<file path="src/rtl/snoop_bus_if.sv">
// Bus-side signal bundle of the snooping bus arbiter.
// master = arbiter view, slave = cache/memory view.
interface snoop_bus_if #(
  parameter int unsigned ADDR_W = 5,
  parameter int unsigned DATA_W = 7
);
  logic [3:0]          req;
  logic [7:0]          req_msg;
  logic [4*ADDR_W-1:0] req_addr;
  logic [3:0]          grant;
  logic                bus_valid;
  logic [1:0]          bus_owner;
  logic [1:0]          bus_msg;
  logic [ADDR_W-1:0]   bus_addr;
  logic [3:0]          snoop_hit;
  logic [3:0]          snoop_wb;
  logic [4*DATA_W-1:0] snoop_data;
  logic                mem_req;
  logic                mem_we;
  logic [ADDR_W-1:0]   mem_addr;
  logic [DATA_W-1:0]   mem_wdata;
  logic                mem_ready;
  logic [DATA_W-1:0]   mem_rdata;
  logic                resp_valid;
  logic [DATA_W-1:0]   resp_data;
  logic                resp_src;
  logic                busy;

  modport master (
    input  req, req_msg, req_addr, snoop_hit, snoop_wb, snoop_data, mem_ready, mem_rdata,
    output grant, bus_valid, bus_owner, bus_msg, bus_addr, mem_req, mem_we, mem_addr,
           mem_wdata, resp_valid, resp_data, resp_src, busy
  );

  modport slave (
    output req, req_msg, req_addr, snoop_hit, snoop_wb, snoop_data, mem_ready, mem_rdata,
    input  grant, bus_valid, bus_owner, bus_msg, bus_addr, mem_req, mem_we, mem_addr,
           mem_wdata, resp_valid, resp_data, resp_src, busy
  );
endinterface

</file>
<file path="src/rtl/snoop_bus_arbiter.sv">
// Round-robin shared-bus controller for a four-cache MSI snooping system:
// broadcast, snoop collection, and sequencing of cache supply / write-back / memory fill.
module snoop_bus_arbiter #(
  parameter int unsigned SNOOP_CYCLES = 1,
  parameter int unsigned ADDR_W       = 5,
  parameter int unsigned DATA_W       = 7
) (
  input  logic        clock,
  input  logic        reset,
  snoop_bus_if.master bus
);

  localparam int unsigned CNT_W = 3;

  typedef enum logic [2:0] {
    S_IDLE, S_BCAST, S_SNOOP, S_WB, S_MEM, S_RESP
  } state_e;

  state_e              state_q, state_d;
  logic [1:0]          rr_ptr_q, rr_ptr_d;
  logic [1:0]          owner_q, owner_d;
  logic [3:0]          grant_q, grant_d;
  logic                bus_valid_q, bus_valid_d;
  logic [1:0]          bus_msg_q, bus_msg_d;
  logic [ADDR_W-1:0]   bus_addr_q, bus_addr_d;
  logic [CNT_W-1:0]    cnt_q, cnt_d;
  logic                mem_req_q, mem_req_d;
  logic                mem_we_q, mem_we_d;
  logic [ADDR_W-1:0]   mem_addr_q, mem_addr_d;
  logic [DATA_W-1:0]   mem_wdata_q, mem_wdata_d;
  logic                resp_valid_q, resp_valid_d;
  logic [DATA_W-1:0]   resp_data_q, resp_data_d;
  logic                resp_src_q, resp_src_d;
  logic                busy_q, busy_d;

  logic [3:0]          elig;
  logic                arb_found;
  logic [1:0]          arb_idx;
  logic [3:0]          hit_m, wb_m;
  logic [1:0]          hit_sel, wb_sel;
  logic [DATA_W-1:0]   hit_data, wb_data;

  // Eligible = requesting with a real message.
  always_comb begin
    for (int i = 0; i < 4; i++) begin
      elig[i] = bus.req[i] && (bus.req_msg[2*i +: 2] != 2'b00);
    end
  end

  // First eligible cache at or above rr_ptr, wrapping 3 -> 0.
  always_comb begin
    arb_found = 1'b0;
    arb_idx   = rr_ptr_q;
    for (int k = 0; k < 4; k++) begin
      if (!arb_found && elig[rr_ptr_q + 2'(k)]) begin
        arb_found = 1'b1;
        arb_idx   = rr_ptr_q + 2'(k);
      end
    end
  end

  // Owner's own snoop response is never a data source; lowest index wins.
  always_comb begin
    hit_m   = bus.snoop_hit & ~grant_q;
    wb_m    = bus.snoop_wb & ~grant_q;
    hit_sel = 2'd0;
    wb_sel  = 2'd0;
    for (int i = 3; i >= 0; i--) begin
      if (hit_m[i]) hit_sel = 2'(i);
      if (wb_m[i])  wb_sel  = 2'(i);
    end
    hit_data = bus.snoop_data[32'(hit_sel)*DATA_W +: DATA_W];
    wb_data  = bus.snoop_data[32'(wb_sel)*DATA_W +: DATA_W];
  end

  always_comb begin
    state_d      = state_q;
    rr_ptr_d     = rr_ptr_q;
    owner_d      = owner_q;
    grant_d      = grant_q;
    bus_valid_d  = 1'b0;
    bus_msg_d    = bus_msg_q;
    bus_addr_d   = bus_addr_q;
    cnt_d        = cnt_q;
    mem_req_d    = mem_req_q;
    mem_we_d     = mem_we_q;
    mem_addr_d   = mem_addr_q;
    mem_wdata_d  = mem_wdata_q;
    resp_valid_d = 1'b0;
    resp_data_d  = resp_data_q;
    resp_src_d   = resp_src_q;

    unique case (state_q)
      S_IDLE: begin
        if (arb_found) begin
          owner_d     = arb_idx;
          grant_d     = 4'b0001 << arb_idx;
          bus_msg_d   = bus.req_msg[2*arb_idx +: 2];
          bus_addr_d  = bus.req_addr[32'(arb_idx)*ADDR_W +: ADDR_W];
          bus_valid_d = 1'b1;
          state_d     = S_BCAST;
        end
      end
      S_BCAST: begin
        cnt_d   = CNT_W'(SNOOP_CYCLES - 1);
        state_d = S_SNOOP;
      end
      S_SNOOP: begin
        if (cnt_q != '0) begin
          cnt_d = cnt_q - CNT_W'(1);
        end else if (bus_msg_q == 2'b11) begin
          // Invalidate comes from S, so no snooper can hold dirty data.
          resp_data_d  = '0;
          resp_src_d   = 1'b1;
          resp_valid_d = 1'b1;
          state_d      = S_RESP;
        end else if (|wb_m) begin
          mem_req_d   = 1'b1;
          mem_we_d    = 1'b1;
          mem_addr_d  = bus_addr_q;
          mem_wdata_d = wb_data;
          state_d     = S_WB;
        end else if (|hit_m) begin
          resp_data_d  = hit_data;
          resp_src_d   = 1'b1;
          resp_valid_d = 1'b1;
          state_d      = S_RESP;
        end else begin
          mem_req_d  = 1'b1;
          mem_we_d   = 1'b0;
          mem_addr_d = bus_addr_q;
          state_d    = S_MEM;
        end
      end
      S_WB: begin
        if (bus.mem_ready) begin
          mem_req_d    = 1'b0;
          resp_data_d  = mem_wdata_q;
          resp_src_d   = 1'b1;
          resp_valid_d = 1'b1;
          state_d      = S_RESP;
        end
      end
      S_MEM: begin
        if (bus.mem_ready) begin
          mem_req_d    = 1'b0;
          resp_data_d  = bus.mem_rdata;
          resp_src_d   = 1'b0;
          resp_valid_d = 1'b1;
          state_d      = S_RESP;
        end
      end
      S_RESP: begin
        rr_ptr_d = owner_q + 2'd1;
        grant_d  = 4'b0000;
        state_d  = S_IDLE;
      end
      default: state_d = S_IDLE;
    endcase

    busy_d = (state_d != S_IDLE);
  end

  always_ff @(posedge clock or negedge reset) begin
    if (!reset) begin
      state_q      <= S_IDLE;
      rr_ptr_q     <= '0;
      owner_q      <= '0;
      grant_q      <= '0;
      bus_valid_q  <= 1'b0;
      bus_msg_q    <= '0;
      bus_addr_q   <= '0;
      cnt_q        <= '0;
      mem_req_q    <= 1'b0;
      mem_we_q     <= 1'b0;
      mem_addr_q   <= '0;
      mem_wdata_q  <= '0;
      resp_valid_q <= 1'b0;
      resp_data_q  <= '0;
      resp_src_q   <= 1'b0;
      busy_q       <= 1'b0;
    end else begin
      state_q      <= state_d;
      rr_ptr_q     <= rr_ptr_d;
      owner_q      <= owner_d;
      grant_q      <= grant_d;
      bus_valid_q  <= bus_valid_d;
      bus_msg_q    <= bus_msg_d;
      bus_addr_q   <= bus_addr_d;
      cnt_q        <= cnt_d;
      mem_req_q    <= mem_req_d;
      mem_we_q     <= mem_we_d;
      mem_addr_q   <= mem_addr_d;
      mem_wdata_q  <= mem_wdata_d;
      resp_valid_q <= resp_valid_d;
      resp_data_q  <= resp_data_d;
      resp_src_q   <= resp_src_d;
      busy_q       <= busy_d;
    end
  end

  assign bus.grant      = grant_q;
  assign bus.bus_valid  = bus_valid_q;
  assign bus.bus_owner  = owner_q;
  assign bus.bus_msg    = bus_msg_q;
  assign bus.bus_addr   = bus_addr_q;
  assign bus.mem_req    = mem_req_q;
  assign bus.mem_we     = mem_we_q;
  assign bus.mem_addr   = mem_addr_q;
  assign bus.mem_wdata  = mem_wdata_q;
  assign bus.resp_valid = resp_valid_q;
  assign bus.resp_data  = resp_data_q;
  assign bus.resp_src   = resp_src_q;
  assign bus.busy       = busy_q;

endmodule

</file>
<file path="src/flat_wrapper.sv">
// flat-port wrapper written by rule: the top's interface ports become plain ports
module snoop_bus_arbiter_flat 
#(
  parameter int unsigned SNOOP_CYCLES = 1,
  parameter int unsigned ADDR_W       = 5,
  parameter int unsigned DATA_W       = 7
)
  (clock, reset, bus_req, bus_req_msg, bus_req_addr, bus_snoop_hit, bus_snoop_wb, bus_snoop_data, bus_mem_ready, bus_mem_rdata, bus_grant, bus_bus_valid, bus_bus_owner, bus_bus_msg, bus_bus_addr, bus_mem_req, bus_mem_we, bus_mem_addr, bus_mem_wdata, bus_resp_valid, bus_resp_data, bus_resp_src, bus_busy);
  snoop_bus_if #(.ADDR_W(ADDR_W), .DATA_W(DATA_W)) bus_i ();
  input  logic clock;
  input  logic reset;
  input wire logic [$bits(bus_i.req)-1:0] bus_req;
  input wire logic [$bits(bus_i.req_msg)-1:0] bus_req_msg;
  input wire logic [$bits(bus_i.req_addr)-1:0] bus_req_addr;
  input wire logic [$bits(bus_i.snoop_hit)-1:0] bus_snoop_hit;
  input wire logic [$bits(bus_i.snoop_wb)-1:0] bus_snoop_wb;
  input wire logic [$bits(bus_i.snoop_data)-1:0] bus_snoop_data;
  input wire logic [$bits(bus_i.mem_ready)-1:0] bus_mem_ready;
  input wire logic [$bits(bus_i.mem_rdata)-1:0] bus_mem_rdata;
  output wire logic [$bits(bus_i.grant)-1:0] bus_grant;
  output wire logic [$bits(bus_i.bus_valid)-1:0] bus_bus_valid;
  output wire logic [$bits(bus_i.bus_owner)-1:0] bus_bus_owner;
  output wire logic [$bits(bus_i.bus_msg)-1:0] bus_bus_msg;
  output wire logic [$bits(bus_i.bus_addr)-1:0] bus_bus_addr;
  output wire logic [$bits(bus_i.mem_req)-1:0] bus_mem_req;
  output wire logic [$bits(bus_i.mem_we)-1:0] bus_mem_we;
  output wire logic [$bits(bus_i.mem_addr)-1:0] bus_mem_addr;
  output wire logic [$bits(bus_i.mem_wdata)-1:0] bus_mem_wdata;
  output wire logic [$bits(bus_i.resp_valid)-1:0] bus_resp_valid;
  output wire logic [$bits(bus_i.resp_data)-1:0] bus_resp_data;
  output wire logic [$bits(bus_i.resp_src)-1:0] bus_resp_src;
  output wire logic [$bits(bus_i.busy)-1:0] bus_busy;
  assign bus_i.req = bus_req;
  assign bus_i.req_msg = bus_req_msg;
  assign bus_i.req_addr = bus_req_addr;
  assign bus_i.snoop_hit = bus_snoop_hit;
  assign bus_i.snoop_wb = bus_snoop_wb;
  assign bus_i.snoop_data = bus_snoop_data;
  assign bus_i.mem_ready = bus_mem_ready;
  assign bus_i.mem_rdata = bus_mem_rdata;
  assign bus_grant = bus_i.grant;
  assign bus_bus_valid = bus_i.bus_valid;
  assign bus_bus_owner = bus_i.bus_owner;
  assign bus_bus_msg = bus_i.bus_msg;
  assign bus_bus_addr = bus_i.bus_addr;
  assign bus_mem_req = bus_i.mem_req;
  assign bus_mem_we = bus_i.mem_we;
  assign bus_mem_addr = bus_i.mem_addr;
  assign bus_mem_wdata = bus_i.mem_wdata;
  assign bus_resp_valid = bus_i.resp_valid;
  assign bus_resp_data = bus_i.resp_data;
  assign bus_resp_src = bus_i.resp_src;
  assign bus_busy = bus_i.busy;
  snoop_bus_arbiter #(.SNOOP_CYCLES(SNOOP_CYCLES), .ADDR_W(ADDR_W), .DATA_W(DATA_W)) u_core (.clock(clock), .reset(reset), .bus(bus_i));
endmodule
</file>
<file path="config.mk">
export PLATFORM = sky130hd
export DESIGN_NAME = snoop_bus_arbiter_flat
export DESIGN_NICKNAME = d
export VERILOG_FILES = /design/src/rtl/snoop_bus_if.sv /design/src/rtl/snoop_bus_arbiter.sv /design/src/flat_wrapper.sv
export SDC_FILE = /design/constraint.sdc
export NUM_CORES = 1
export LEC_CHECK = 0
export BUFFER_PORTS_ARGS = -buffer_cell sky130_fd_sc_hd__buf_4
export CORE_MARGIN = 2
export CORE_UTILIZATION = 49
export DETAILED_ROUTE_END_ITERATION = 16
export PLACE_DENSITY = 0.8
export RECOVER_POWER = 100
export SYNTH_ARGS = -nofsm -noshare
export SYNTH_HDL_FRONTEND = slang
export SYNTH_SLANG_ARGS = --single-unit
</file>
<file path="constraint.sdc">
create_clock -name clock -period 2.3 [get_ports clock]
set_input_delay 0.69 -clock clock [delete_from_list [all_inputs] [get_ports clock]]
set_output_delay 0.69 -clock clock [all_outputs]
set_load 0.02 [all_outputs]
</file>
Word-level counts from Yosys, hierarchy flattened
Cells that the tools add are included.
{"block": "word_totals", "register_bits": 46, "inputBits": 78, "output_inout_bits": 38, "elab_cells": 151}
{"block": "classes", "add_sub_neg": 5, "n_mul": 3, "order_cmp": 4, "eq_ne": 17, "shift": 5, "mux": 65, "bitwise_logic": 5, "n_reduce_logical": 31}
{"operator": "28-bit by 6-bit indexed part select with 7-bit output", "n": 2}
{"operator": "7-bit two-way mux", "n": 6}
{"operator": "1-bit two-way mux", "n": 28}
{"operator": "2-bit two-way mux", "n": 11}
{"operator": "7-bit one-hot mux with 3 select lines", "n": 1}
{"operator": "20-bit by 6-bit indexed part select with 5-bit output", "n": 1}
{"operator": "3-bit two-way mux", "n": 6}
{"operator": "2-bit by 3-bit multiplier with 5-bit output, second input constant", "n": 3}
{"operator": "2-bit nonzero test", "n": 7}
{"operator": "2-bit by 3-bit < comparator with 1-bit output, second input constant", "n": 4}
{"operator": "3-bit one-hot mux with 4 select lines", "n": 1}
{"operator": "5-bit two-way mux", "n": 2}
{"operator": "3-bit nonzero test", "n": 3}
{"operator": "4-bit AND", "n": 2}
{"operator": "1-bit binary-select mux with 2-bit select", "n": 4}
{"operator": "2-bit by 1-bit != test with 1-bit output, second input constant", "n": 4}
{"operator": "2-bit != test, second input constant", "n": 4}
{"operator": "4-bit one-hot mux with 2 select lines", "n": 1}
{"operator": "4-bit AND reduction", "n": 2}
{"operator": "4-bit OR reduction", "n": 2}
{"operator": "8-bit by 4-bit indexed part select with 2-bit output", "n": 1}
{"operator": "1-bit logical AND", "n": 7}
{"operator": "3-bit by 2-bit == test with 1-bit output, second input constant", "n": 2}
{"operator": "3-bit == test, second input constant", "n": 2}
{"operator": "20 further kinds", "n": 29}

Logic depth before layout (Yosys ltp)
Gate-level depths: netlist of the first run.
{"block": "logic_depth", "ltp_word": 17, "mapped_depth": 8, "depth_no_buf": 7}

Worst setup path before layout of the first run
No wires, ideal clock.
{"block": "synth_path", "kind": "input-to-reg", "startpoint": "input port bus_snoop_wb[3]", "endpoint": "register u_core.mem_wdata_q[4] (netlist: u_core.bus.mem_wdata[4])", "setup_time_ps": 125, "t_arrival_ps": 2035, "t_required_ps": 2175, "setup_slack_ps": 140, "path_stages": 7, "path_buffers": 1, "path_cell_list": "nor2b_1 > nor2_1 > nor3_4 > buf_6 > mux2i_1 > mux2i_1 > mux2_2"}
{"block": "synth_via", "elab_chain_len": 7, "elab_cells_between_ends": 9, "cone_classes": "mul: 1; shift: 1; mux: 4; bitwise: 1; reduce/logical: 2"}
{"element": "start: declaration", "line_no": "flat_wrapper.sv:16", "rtl": "input wire logic [$bits(bus_i.snoop_wb)-1:0] bus_snoop_wb;"}
{"element": "4-bit AND (*)", "line_no": "snoop_bus_arbiter.sv:65", "rtl": "wb_m = bus.snoop_wb & ~grant_q;"}
{"element": "2-bit two-way mux (4 in series)", "line_no": "snoop_bus_arbiter.sv:70", "rtl": "if (wb_m[i]) wb_sel = 2'(i);"}
{"element": "2-bit by 3-bit multiplier with 5-bit output", "line_no": "snoop_bus_arbiter.sv:73", "rtl": "wb_data = bus.snoop_data[32'(wb_sel)*DATA_W +: DATA_W];"}
{"element": "28-bit by 6-bit indexed part select with 7-bit output", "line_no": "snoop_bus_arbiter.sv:73"}
{"element": "end signal: assignment", "line_no": "snoop_bus_arbiter.sv:194", "rtl": "mem_wdata_q <= mem_wdata_d;"}
{"element": "end: declaration", "line_no": "snoop_bus_arbiter.sv:30", "rtl": "logic [DATA_W-1:0] mem_wdata_q, mem_wdata_d;"}
Every way passes the cells marked *; elsewhere a longest branch is shown, timed or not.
A chain may end at the register's enable or synchronous reset.

Worst setup path after layout of the first run
{"block": "layout_path", "startpoint": "input port bus_req_msg[0]", "endpoint": "register u_core.bus_addr_q[3] (netlist: u_core.bus.bus_addr[3])"}
{"block": "layout_via", "elab_chain_len": 16, "elab_cells_between_ends": 26, "cone_classes": "mul: 1; shift: 1; mux: 15; reduce/logical: 9"}
{"element": "start: declaration", "line_no": "flat_wrapper.sv:13", "rtl": "input wire logic [$bits(bus_i.req_msg)-1:0] bus_req_msg;"}
{"element": "2-bit nonzero test (*)", "line_no": "snoop_bus_arbiter.sv:46", "rtl": "elig[i] = bus.req[i] && (bus.req_msg[2*i +: 2] != 2'b00);"}
{"element": "1-bit logical AND (*)", "line_no": "snoop_bus_arbiter.sv:46"}
{"element": "1-bit binary-select mux with 2-bit select", "line_no": "snoop_bus_arbiter.sv:55", "rtl": "if (!arb_found && elig[rr_ptr_q + 2'(k)]) begin"}
{"element": "1-bit two-way mux (not written as such)", "line_no": "snoop_bus_arbiter.sv:55"}
{"element": "1-bit two-way mux", "line_no": "snoop_bus_arbiter.sv:55"}
{"element": "1-bit zero test", "line_no": "snoop_bus_arbiter.sv:55"}
{"element": "1-bit logical AND", "line_no": "snoop_bus_arbiter.sv:55"}
{"element": "1-bit two-way mux", "line_no": "snoop_bus_arbiter.sv:55"}
{"element": "1-bit zero test", "line_no": "snoop_bus_arbiter.sv:55"}
{"element": "1-bit logical AND", "line_no": "snoop_bus_arbiter.sv:55"}
{"element": "1-bit two-way mux", "line_no": "snoop_bus_arbiter.sv:55"}
{"element": "1-bit zero test", "line_no": "snoop_bus_arbiter.sv:55"}
{"element": "1-bit logical AND", "line_no": "snoop_bus_arbiter.sv:55"}
{"element": "2-bit two-way mux", "line_no": "snoop_bus_arbiter.sv:55"}
{"element": "2-bit by 3-bit multiplier with 5-bit output", "line_no": "snoop_bus_arbiter.sv:99", "rtl": "bus_addr_d = bus.req_addr[32'(arb_idx)*ADDR_W +: ADDR_W];"}
{"element": "20-bit by 6-bit indexed part select with 5-bit output", "line_no": "snoop_bus_arbiter.sv:99"}
{"element": "end signal: assignment", "line_no": "snoop_bus_arbiter.sv:189", "rtl": "bus_addr_q <= bus_addr_d;"}
{"element": "end: declaration", "line_no": "snoop_bus_arbiter.sv:25", "rtl": "logic [ADDR_W-1:0] bus_addr_q, bus_addr_d;"}
Every way passes the cells marked *; elsewhere a longest branch is shown, timed or not. The select of a mux whose other input is x is not followed.

==> results of run 1 <==
==> cell families after synthesis <==
| logic type | after synthesis | share of synthesized area [%] |
|---|---|---|
| multiplexers | 57 | 19.6 |
| XOR/XNOR | 1 | 0.293 |
| flip-flops | 46 | 38.5 |
| AND/OR/NAND/NOR | 84 | 15.6 |
| AO/OA/AOI/OAI | 96 | 20.2 |
| adder cells (fa/ha/maj) | 2 | 0.836 |
| buffers and inverters | 33 | 5.06 |
==> metrics by stage <==
stage	cell area, um^2	power, uW	std cells	util, %	setup WS [ns]
after floorplan	2990	3270	319	-	0.140
after global placement	4030	4340	510	68.0	0.0578
after detailed placement	4030	4410	510	68.0	-0.0306
after CTS	4140	5030	518	69.9	0.287
after global routing	3950	5010	518	66.7	0.0631
final	3950	4680	518	66.7	0.170
==> cells in the mapped netlist, types with 2 or more instances <==
library cell,instances
mux2_2,12
o22ai_1,2
nor3_1,7
nand2b_1,7
a22o_1,7
nor2_1,9
dfrtp_1,46
nand2_1,21
a21oi_1,23
buf_6,3
nor2_2,2
inv_1,17
nand3_1,17
mux2i_1,45
o21ai_0,32
nor2b_1,7
o211ai_1,2
nand4_1,2
buf_2,4
o21a_1,2
o221ai_1,7
clkbuf_1,8
ha_1,2
o21ai_1,7
==> routing by layer <==
metal | up-vias | part of all wire [%] | GRT usage, %
met4 | 0 | 1.5 | 6.67
met1 | 1416 | 44 | 33.9
met2 | 134 | 47 | 40.2
met3 | 13 | 7.5 | 3.70
met5 | - | 0 | 0
li1 | 1422 | - | -
==> power by group through the flow <==
stage               clock [uW]  sequential (uW)  combinational (uW)
floorplan                    0             1770                1490
global placement             0             1490                2850
detailed placement           0             1490                2910
CTS                        616             1480                2930
global route               644             1530                2840
finish                     601             1480                2600
==> final timing paths <==
check	from	end	slack, ns
max	bus_req_msg[0]	u_core.bus.bus_addr[3]$_DFFE_PN0P_	0.17
min	u_core.bus.mem_req$_DFFE_PN0P_	u_core.bus.mem_req$_DFFE_PN0P_	0.50
max reg2reg	u_core.bus.grant[3]$_DFFE_PN0P_	u_core.bus.resp_data[4]$_DFFE_PN0P_	0.25
min reg2reg	u_core.bus.mem_req$_DFFE_PN0P_	u_core.bus.mem_req$_DFFE_PN0P_	0.50
max in group asynchronous	reset	u_core.bus.grant[3]$_DFFE_PN0P_	1.03
min in group asynchronous	reset	u_core.bus.mem_addr[2]$_DFFE_PN0P_	0.59
==> registers in the layout (all words and copies together), names as in the netlist <==
register and count:
u_core.state_q 3, u_core.rr_ptr_q 2, u_core.bus.resp_src 1, u_core.bus.bus_addr 5
u_core.bus.mem_wdata 7, u_core.bus.busy 1, u_core.bus.grant 4, u_core.bus.bus_valid 1
u_core.bus.resp_valid 1, u_core.bus.mem_we 1, u_core.cnt_q 3, u_core.bus.mem_req 1
u_core.bus.bus_owner 2, u_core.bus.mem_addr 5, u_core.bus.resp_data 7, u_core.bus.bus_msg 2
==> layout make-up <==
cell class | instances | share of cell area, %
Multi-Input combinational cell | 240 | 42.6
Sequential cell | 46 | 29.2
Timing Repair Buffer | 132 | 21.3
Tap cell | 75 | 2.38
Clock buffer | 5 | 1.74
Inverter | 17 | 1.62
Clock inverter | 3 | 1.11
==> cells in the final DEF, fill, tap and decap left out, drive strengths merged, types with 11 or more instances in the layout <==
cell type and instances:
buf 86, clkbuf 51, dfrtp 46, mux2i 45, o21ai 40, a21oi 24, nand2 22, inv 18
nand3 17, mux2 12, nor2 11
==> flow_summary.toml, run 1 <==
[floorplanning]
io_pins = 116
start_util_pct = 50.5
rows = 28
coreArea_mm2 = 0.00592
dieArea_mm2 = 0.00675
die_w_um = 82.2
die-height_um = 82.2

[logic_synthesis]
synthesis.nets = 399
ys_ff_latch = 46
synth_edf_count = 0
synth-main-ff-cell = "dfrtp_1"
seq_area_frac_synth_pct = 38.5
syn_inst = 319
synth_top_cell_area_share_pct = 38.5
syn_area_per_cell_um2 = 9.38
synth_area_leaders = "dfrtp_1 (38%), mux2i_1 (15%), o21ai_0 (5.4%), mux2_2 (4.5%), a21oi_1 (3.8%)"
async_reset_ff_share_pct = 100
yosys_warnings = 0
yosysTopAreaCell = "dfrtp_1"
ys_types = 52
synth_area_mm2 = 0.00299

[clocking]
root_buffer = "clkbuf_8"
clkTransAtPathRegs_ns = 0.09
post_cts_buffers = 0
cts_made_buffers = 5
postCtsHoldBufs = 0
cts_repair_resize_count = 0
cts.path.max_buffers = 2
htree_levels = 2
clkLatencyLatePin_ns = 0.30
clock-sinks = 46
cts_tree = "built"

[worst_setup_path]
start_kind = "input pin"
reg2regPathDepth = 6
slowest_delay_ns = 0.37
cp-end-kind = "flip-flop"
critical_path_peak_fanout = 11
path_class = "input pin to flip-flop"
crit_buf_inv = 2
cp_slowest_cell = "o21ai_1"
arrival_ns = 2.29
crit_cells = 8
critPathRequiredTime_ns = 2.46
path_cells = "clkbuf_4, o21ai_1, o22ai_1, a22oi_2, nand2_2, clkbuf_2, mux2i_1, o221ai_1"
critical_path.top_delay_family = "compound AO/OA/AOI/OAI gates"

[detailed_routing]
vias_per_cell = 5.76
drt-total-wl_mm = 8.28
firstDrtPassIters = 6
post_drt_wl_per_cell_um = 16.0
vias = 2985
drtIter0Drc = 200
ant_nets = 0
drt_drc_violations_left = 0

[hold_path]
holdPathStages = 1
hp-class = "flip-flop to flip-flop"

[sta]
period_share_pct = 92.6
setup_viol_count_final = 0
fin_skew_ns = 0.00727
max_slew_margin_pct = 25.5
slew_viol_final = 0
fin_hold_ws_ns = 0.502
tightest_slew_ns = 1.12
rsz0062_at_grt = "false"
fmax_mhz = 469
setup_tns_ns = 0
min_period_ns = 2.13
hold_viol = 0

[power]
pwr-share-comb_pct = 55.6
power.switching_uw = 2140
p_leak_uw = 0.00182
clock_power_share_pct = 12.8
p_int_uw = 2540
seq_power_share_pct = 31.6
power.density_mw_per_mm2 = 1190
irDropWorstVdd_uv = 616
swShare_pct = 45.8

[placement]
port_buffers = 115
dp.final_hpwl_mm = 6.35
gp_congestion = 0.938

[cells_and_area]
multi_input_area_mm2 = 0.00168
drive_gt1_share_pct = 28.0
fill_cells = 500
area_growth_pct = 31.9
register_area_mm2 = 0.00115
n_antenna_cell = 0
fin_nets = 522

[global_routing]
grt_pass1_wl_mm = 12.7
gr-total-overflow = 0
grtUsageTotal_pct = 24.5
grt_pass1_vias = 2731
grt_max_degree = 47
antenna_found_initial = 0

[status]
status = "finished clean"

[run]
max_cap_viol_count = 0
(Power assumes the default switching activity.)
==> run 2, diff against run 1 <==
--- a/config.mk
+++ b/config.mk
@@ -5,11 +5,12 @@
 export SDC_FILE = /design/constraint.sdc
 export NUM_CORES = 1
 export LEC_CHECK = 0
+export ABC_AREA = 1
 export BUFFER_PORTS_ARGS = -buffer_cell sky130_fd_sc_hd__buf_4
 export CORE_MARGIN = 2
-export CORE_UTILIZATION = 49
+export CORE_UTILIZATION = 50
 export DETAILED_ROUTE_END_ITERATION = 16
-export PLACE_DENSITY = 0.8
+export PLACE_DENSITY = 0.81
 export RECOVER_POWER = 100
 export SYNTH_ARGS = -nofsm -noshare
 export SYNTH_HDL_FRONTEND = slang
==> run 2 against run 1 <==
  * Die area up 1.9%
  * Synthesized cell count up 42%
  * Via count up 16%
  * Combinational power up 36%
  * Maximum frequency up 1.1%
  * Critical path type is now flip-flop to flip-flop
==> flow_summary.toml, run 2 <==
[global_routing]
grt_pass1_wl_mm = 15.6
grt_max_degree = 47
gr-total-overflow = 0
antenna_found_initial = 0
grt_pass1_vias = 3416
grtUsageTotal_pct = 26.9

[worst_setup_path]
endpoint = "u_core.bus.bus_addr[2]$_DFFE_PN0P_"
r2r-start = "u_core.rr_ptr_q[0]$_DFFE_PN0P_"
critPathRequiredTime_ns = 2.55
cp_slowest_cell = "dfrtp_4"
start_kind = "flip-flop"
crit_cells = 13
critical_path.top_delay_family = "simple AND/OR/NAND/NOR gates"
regToRegSetupSlack_ns = 0.19
crit_buf_inv = 2
reg2reg_to = "u_core.bus.bus_addr[2]$_DFFE_PN0P_"
path_class = "flip-flop to flip-flop"
reg2regPathDepth = 13
critical_path_peak_fanout = 10
cp-end-kind = "flip-flop"
arrival_ns = 2.35
startpoint = "u_core.rr_ptr_q[0]$_DFFE_PN0P_"
cpMostUsedCell = "nand2_1"
slowest_delay_ns = 0.58
path_cells = "inv_2, nand3_1, nand2_1, nand2_1, nand2_2, nand4_4, nor2_1, inv_1, nand2_2, nand2_1, nand2_1, nand2_1, nand2_1"

[cells_and_area]
fin_nets = 656
n_antenna_cell = 0
final_cell_mix = "nand2_1 (158), buf_4 (88), inv_1 (46), dfrtp_1 (45), nor2_1 (43)"
fin_area_mm2 = 0.00408
drive_gt1_share_pct = 21.5
area_growth_pct = 30.9
layout_commonest_cell = "nand2_1"

[logic_synthesis]
synth_top_cell_area_share_pct = 36.9
synth_area_mm2 = 0.00312
synthTopCellsByCount = "nand2_1 (159), dfrtp_1 (46), inv_1 (46)"
ys_ff_latch = 46
synth_edf_count = 0
synth_area_leaders = "dfrtp_1 (37%), nand2_1 (19%), nand3_1 (6.3%), inv_1 (5.5%), nor2_1 (5.2%)"
ys_types = 33
yosys_warnings = 0
synth-main-ff-cell = "dfrtp_1"
yosysTopAreaCell = "dfrtp_1"
seq_area_frac_synth_pct = 36.9
synthesis.nets = 534
syn_area_per_cell_um2 = 6.87
async_reset_ff_share_pct = 100
yosysMostFrequentCell = "nand2_1"
syn_inst = 454

[floorplanning]
die_w_um = 83.0
io_pins = 116
start_util_pct = 52.3
dieArea_mm2 = 0.00688
die-height_um = 83.0
rows = 28
coreArea_mm2 = 0.00596

[clocking]
cts.path.max_buffers = 2
clkLatencyLatePin_ns = 0.31
clock-sinks = 46
clkTransAtPathRegs_ns = 0.09
cts_made_buffers = 5
root_buffer = "clkbuf_8"
cts_tree = "built"
post_cts_buffers = 0
htree_levels = 2

[detailed_routing]
drt-total-wl_mm = 8.92
vias_per_cell = 5.30
post_drt_wl_per_cell_um = 13.7
firstDrtPassIters = 5
ant_nets = 0
drt_drc_violations_left = 0
vias = 3457
drtIter0Drc = 174

[hold_path]
hp-class = "flip-flop to flip-flop"

[sta]
setup_viol_count_final = 0
max_slew_margin_pct = 25.9
fin_hold_ws_ns = 0.478
fin_skew_ns = 0.0126
hold_viol = 0
min_period_ns = 2.11
tightest_slew_ns = 1.11
rsz0062_at_grt = "false"
setup_ws_ns = 0.194
fmax_mhz = 475
period_share_pct = 91.6
slew_viol_final = 0

[power]
pwr-share-comb_pct = 64.2
power.density_mw_per_mm2 = 1350
swShare_pct = 52.1
power.switching_uw = 2870
p_int_uw = 2640
clock_power_share_pct = 9.3
p_leak_uw = 0.00215
seq_power_share_pct = 26.5
irDropWorstVdd_uv = 827

[placement]
place_worst_setup_slack_ns = -0.0889
port_buffers = 115
gp_congestion = 0.942
placed_cell_area_mm2 = 0.00412
dp.final_hpwl_mm = 7.30

[status]
status = "finished clean"

[run]
max_cap_viol_count = 0
==> run 2: cell types whose count changed after synthesis, moves of 14 or more <==
| cell | previous run | this run |
|---|---|---|
| inv_1 | 17 | 46 |
| a21oi_1 | 23 | 9 |
| nor2_1 | 9 | 43 |
| nand3_1 | 17 | 39 |
| mux2i_1 | 45 | 0 |
| nand2_1 | 21 | 159 |
==> run 2: cells by family (layout without fill, tap and decap cells) <==
kind of cell | after synthesis | count (layout) | share of synthesized area, %
adders and majority gates | 2 | 2 | 0.803
xor gates and xnor gates | 3 | 3 | 1.33
and+or+nand+nor | 261 | 261 | 36.0
AOI/OAI and AO/OA | 73 | 73 | 14.1
muxes | 7 | 7 | 2.53
DFF | 46 | 46 | 36.9
buffers and inverters | 62 | 185 | 8.27
==> run 2: stage by stage <==
| step | cells | utilization [%] | power [uW] | TNS (ns) |
|---|---|---|---|---|
| final | 652 | 68.5 | 5510 | 0 |
| after global routing | 652 | 68.5 | 6020 | 0 |
| after CTS | 652 | 70.7 | 5730 | 0 |
| after detailed placement | 644 | 69.1 | 5210 | -0.433 |
| after global placement | 644 | 69.1 | 5110 | 0 |
| after floorplan | 454 | - | 3940 | 0 |
==> run 2: worst min path at each step <==
stage / start / endpoint / slack [ns] / cells past startpoint
after floorplan: reset / u_core.bus.bus_addr[0]$_DFFE_PN0P_ / 0.39 / 0
after global placement: u_core.bus.mem_addr[4]$_DFFE_PN0P_ / u_core.bus.mem_addr[4]$_DFFE_PN0P_ / 0.46 / 2
after detailed placement: u_core.cnt_q[0]$_DFFE_PN0P_ / u_core.cnt_q[0]$_DFFE_PN0P_ / 0.47 / 1
after CTS: reset / u_core.cnt_q[1]$_DFFE_PN0P_ / 0.38 / 1
after global routing: u_core.cnt_q[0]$_DFFE_PN0P_ / u_core.cnt_q[0]$_DFFE_PN0P_ / 0.50 / 1
final: u_core.bus.mem_addr[0]$_DFFE_PN0P_ / u_core.bus.mem_addr[0]$_DFFE_PN0P_ / 0.48 / 2
==> run 2: worst register-to-register path, cell delays in order, from the launching register on <==
cell and delay (ns):
dfrtp_4 0.58, inv_2 0.13, nand3_1 0.13, nand2_1 0.12
nand2_1 0.09, nand2_2 0.13, nand4_4 0.14, nor2_1 0.20
inv_1 0.08, nand2_2 0.17, nand2_1 0.09, nand2_1 0.08
nand2_1 0.06, nand2_1 0.07
==> run 2: area by class of cell <==
cell class                      instances  area (um^2)
Tap cell                               75         93.8
Multi-Input combinational cell        346         1720
Clock inverter                          3         23.8
Inverter                               47          176
Fill cell                             526         1880
Sequential cell                        46         1150
Timing Repair Buffer                  130          840
Clock buffer                            5         68.8
==> run 2: layer usage <==
metal,global-route usage (%),up-vias,part of all wire [%]
li1,-,1720,-
met2,47.6,146,51
met3,5.37,16,6.8
met1,33.0,1575,41
met5,0,-,0
met4,7.90,0,1.9
==> run 2: power groups by stage <==
stage	registers, uW	clock network, uW	logic (uW)
after floorplan	1730	0	2210
after global placement	1450	0	3660
after detailed placement	1460	0	3750
after CTS	1450	520	3760
after global routing	1520	553	3950
final	1460	513	3530
==> run 2: what timing repair did <==
| action | in CTS | in global routing |
|---|---|---|
| hold buffers | 0 | 0 |
| gates resized for setup | 0 | 4 |
| endpoints found under the setup margin | 0 | 12 |
